<file path="src/rtl/interrupt_service_responder.sv">
// CPU-side responder: decodes irq/ack, runs a timed service window, pulses done.
// Optional `SVC_COUNT_EN adds per-source saturating completed-service counters.
module interrupt_service_responder #(
    parameter int No_IP   = 4,
    parameter int bit_req = $clog2(No_IP),
    parameter int CNT_W   = 8
) (
    input  logic                   clk,
    input  logic                   reset,
    input  logic                   irq,
    input  logic [No_IP-1:0]       ack,
    input  logic [7:0]             svc_len,
    output logic                   done,
    output logic                   svc_active,
    output logic [bit_req-1:0]     svc_id,
    output logic                   pend_valid,
    output logic                   ovf_err,
    output logic                   ack_err,
    output logic [No_IP*CNT_W-1:0] svc_cnt
);

    typedef enum logic [2:0] {
        IDLE    = 3'b001,
        SERVICE = 3'b010,
        DONE    = 3'b100
    } state_t;

    state_t             state, state_n;
    logic [7:0]         cnt;
    logic [7:0]         len_m1;
    logic [bit_req-1:0] pend_id;
    logic [bit_req-1:0] cap_idx;
    logic [bit_req-1:0] start_id;
    logic               cap_ok, cap_bad;
    logic               start;
    logic               pend_load, pend_drop;

    assign cap_ok  = irq & $onehot(ack);
    assign cap_bad = irq & ~$onehot(ack);
    assign len_m1  = (svc_len == 8'd0) ? 8'd0 : svc_len - 8'd1;

    always_comb begin
        cap_idx = '0;
        for (int i = 0; i < No_IP; i++) begin
            if (ack[i]) cap_idx = bit_req'(i);
        end
    end

    always_ff @(posedge clk) begin
        if (reset) state <= IDLE;
        else       state <= state_n;
    end

    // A queued request always wins over a fresh one when leaving DONE
    always_comb begin
        state_n  = state;
        start    = 1'b0;
        start_id = cap_idx;
        unique case (state)
            IDLE: begin
                if (cap_ok) begin
                    state_n = SERVICE;
                    start   = 1'b1;
                end
            end
            SERVICE: begin
                if (cnt == 8'd0) state_n = DONE;
            end
            DONE: begin
                if (pend_valid) begin
                    state_n  = SERVICE;
                    start    = 1'b1;
                    start_id = pend_id;
                end else if (cap_ok) begin
                    state_n = SERVICE;
                    start   = 1'b1;
                end else begin
                    state_n = IDLE;
                end
            end
            default: state_n = IDLE;
        endcase
    end

    always_comb begin
        done       = (state == DONE);
        svc_active = (state == SERVICE);
    end

    assign pend_load = cap_ok & (((state == SERVICE) & ~pend_valid) |
                                 ((state == DONE) & pend_valid));
    assign pend_drop = cap_ok & (state == SERVICE) & pend_valid;

    always_ff @(posedge clk) begin
        if (reset) begin
            cnt        <= 8'd0;
            svc_id     <= '0;
            pend_valid <= 1'b0;
            pend_id    <= '0;
            ovf_err    <= 1'b0;
            ack_err    <= 1'b0;
        end else begin
            if (start) begin
                cnt    <= len_m1;
                svc_id <= start_id;
            end else if (state == SERVICE && cnt != 8'd0) begin
                cnt <= cnt - 8'd1;
            end
            // Refill in DONE overrides the consume of the old entry
            if (pend_load) begin
                pend_valid <= 1'b1;
                pend_id    <= cap_idx;
            end else if (state == DONE && pend_valid) begin
                pend_valid <= 1'b0;
            end
            if (pend_drop) ovf_err <= 1'b1;
            if (cap_bad)   ack_err <= 1'b1;
        end
    end

`ifdef SVC_COUNT_EN
    logic [CNT_W-1:0] cnt_q [No_IP];

    always_ff @(posedge clk) begin
        if (reset) begin
            for (int i = 0; i < No_IP; i++) cnt_q[i] <= '0;
        end else if (state == DONE && ~&cnt_q[svc_id]) begin
            cnt_q[svc_id] <= cnt_q[svc_id] + CNT_W'(1);
        end
    end

    for (genvar g = 0; g < No_IP; g++) begin : g_cnt
        assign svc_cnt[g*CNT_W +: CNT_W] = cnt_q[g];
    end
`else
    assign svc_cnt = '0;
`endif

endmodule

</file>
<file path="config.mk">
export PLATFORM = sky130hd
export DESIGN_NAME = interrupt_service_responder
export DESIGN_NICKNAME = d
export VERILOG_FILES = /design/src/rtl/interrupt_service_responder.sv
export SDC_FILE = /design/constraint.sdc
export NUM_CORES = 1
export LEC_CHECK = 0
export ABC_AREA = 1
export BUFFER_PORTS_ARGS = -buffer_cell sky130_fd_sc_hd__buf_4
export CORE_AREA = 5 5 74 76
export CTS_CLUSTER_SIZE = 12
export DETAILED_ROUTE_END_ITERATION = 7
export DIE_AREA = 0 0 79 81
export SYNTH_ARGS = -nofsm -noshare
export SYNTH_HDL_FRONTEND = slang
export SYNTH_SLANG_ARGS = --single-unit
</file>
<file path="constraint.sdc">
create_clock -name clk -period 7.2 [get_ports clk]
set_clock_uncertainty 0.15 [all_clocks]
set_input_delay 1.8 -clock clk [delete_from_list [all_inputs] [get_ports clk]]
set_output_delay 1.8 -clock clk [all_outputs]
set_load 0.005 [all_outputs]
</file>
==> out/qor.yml <==
global_route:
  global_route.usage.total: 0.0964
  number_of_global_route_vias_before_repair: 1149
  grt_start_max_net_pins: 13
  gr-total-overflow: 0
  grt_first_pass_wirelength_um: 5000
  antenna_found_initial: 0
synth:
  ys.flop_type: "dfxtp_1"
  yosys_register_bits: 18
  synth_seq_area_share: 0.237
  synth_cells: 227
  synth.lib_cells_used.distinct: 31
  post_synth.cell_area_avg_um2: 6.70
  yosys_warnings: 0
  synth_top_cell_area_share: 0.237
  synth.area.top_cells: "dfxtp_1, buf_4, nor2_1, nand2_1, inv_1"
  synth_area_leader_cell: "dfxtp_1"
  top_cells_by_instance_count_after_synthesis: "nor2_1, nand2_1, buf_4, inv_1, dfxtp_1"
  synth_async_sr_flop_share: 0
  post_synth_instance_area_mm2: 0.00152
  synth_edf_count: 0
  synth.most_common_cell: "nor2_1"
timing:
  finalCriticalPeriod_ns: 3.79
  timing.fmax_mhz: 264
  whs_ns: 0.333
  totalNegativeSetupSlack_ns: 0
  rsz_0062_raised_after_global_routing: "false"
  final_hold_viol_count: 0
  setup_viol: 0
  final.period_utilization: 0.526
  final-max-slew-violation-count: 0
route:
  drc: 0
  detail-route-antenna-nets: 0
  routed_wl_um: 3010
  detail_route.wl_per_cell_um: 9.93
  detailroute.via_count: 1300
  firstDrtPassIters: 4
  drt-vias-per-instance: 4.29
  drt_iter0_drc: 49
clock_tree:
  tritoncts_clock_tree: "done"
  cts_max_level: 1
  post_cts_repair_resize_count: 0
  path_clk_slew_ns: 0.07
  cts-hold-fix-buffers: 0
  cts.sink_count: 18
  clk_path_buf_depth: 2
  clock_buffer_count_from_cts: 3
  clockRootBuffer: "clkbuf_8"
  insertion_delay_ns: 0.26
  postCtsSetupBuffers: 0
critical_path:
  crit-reg2reg-launch: "cnt[0]"
  startpoint: "ack[0]"
  reg2reg_to: "cnt[5]"
  setup.reg_to_reg.worst_slack_ns: 5.52
  crit_required_ns: 7.21
  timing.setup.critical_path_class: "input pin to flip-flop"
  worst_ep_arrival_time_ns: 3.80
  startpoint_type: "input pin"
  critPathCaptureType: "flip-flop"
  worstRegToRegCells: 9
  timing.critical_path.fanout_max: 12
placed_design:
  placedCellCount: 299
  dpl-instance-area_mm2: 0.00161
  place_congestion: 0.836
  dp.final_hpwl_um: 2500
  port_buffers: 21
layout:
  layout.area.seq_um2: 360
  multi_input_area_um2: 897
  diodes: 0
  final_area_mm2: 0.00166
  num-fill-cells: 525
  synthToLayoutAreaGrowth_pct: 9.30
  post_route_cells_drive_above_1_share: 0.153
  stdcell_count: 303
  finalNetCount: 271
die:
  row_count: 25
  die-height_um: 81
  floorplan.initialDensity: 0.326
  num_io_pins: 54
  core_area_mm2: 0.00466
  die_area_mm2: 0.00640
  die_width_um: 79
power:
  max-vdd-ir-drop_mv: 0.0630
  leakage_uw: 0.000913
  powerDensity_mw_per_mm2: 172
min_path:
  hp-start: "ack_err"
  worstHoldEndpoint: "ack_err"
  hold_path_class: "flip-flop to flip-flop"
  hold_depth: 2
job:
  max-cap-violations: 0
status:
  outcome: "completed"
where the power goes:
group          switching (µW)  internal [µW]  total [µW]
clock                    35.9           48.6        84.6
sequential               5.87            107         113
combinational            53.0           35.5        88.5
total                    94.8            191         286
critical path, cell delays in order:
cell	delay (ns)
buf_4	0.07
inv_1	0.04
fa_1	0.52
inv_1	0.04
ha_1	0.17
ha_1	0.27
inv_1	0.07
nand4_1	0.14
inv_1	0.13
nand2_2	0.14
nand2_4	0.17
nand3_1	0.10
nand3_1	0.09
nor2_1	0.04
layout make-up:
type / instances / area share
Inverter: 33 / 0.0745
Clock buffer: 4 / 0.0331
Sequential cell: 18 / 0.217
Tap cell: 54 / 0.0407
Multi-Input combinational cell: 173 / 0.540
Timing Repair Buffer: 21 / 0.0949
layer usage:
metal  global-route usage  wire length [µm]
met1                0.132              1410
met2                0.152              1350
met3               0.0155               210
met4               0.0361                33
met5                    0                 0
cell families after synthesis:
family / synth area share
other: 0.00247
DFF: 0.237
buffers and inverters: 0.249
muxes: 0.0132
and+or+nand+nor: 0.344
adders and majority gates: 0.0543
AOI/OAI and AO/OA: 0.0650
xor gates and xnor gates: 0.0346
placed cells by master, fill, tap and decap left out, types with 5 or more instances in the layout:
cell     instances
nor2_1          39
ha_1             5
dfxtp_1         18
nand3_1         14
inv_1           30
a21oi_1          5
o21ai_0          7
nand4_1          7
buf_4           21
conb_1          32
nand2_1         38
state kept, by name, summed over array words and instances, names as in the netlist:
| register | count |
|---|---|
| ovf_err | 1 |
| state | 3 |
| svc_id | 2 |
| ack_err | 1 |
| pend_valid | 1 |
| pend_id | 2 |
| cnt | 8 |
metrics by stage:
stage	worst slack, ns	total power, µW	util
floorplan	3.32	194	-
global placement	3.19	203	0.345
detailed placement	3.13	204	0.345
CTS	3.41	288	0.357
global route	3.25	307	0.357
finish	3.41	286	0.357
worst max path at each step:
stage,end,cells past startpoint,slack (ns)
after detailed placement,cnt[6],14,3.13
final,cnt[6],14,3.41
after global routing,cnt[5],15,3.25
after CTS,cnt[6],14,3.41
after floorplan,cnt[2],14,3.32
after global placement,cnt[6],14,3.19
(Power assumes the default switching activity.)
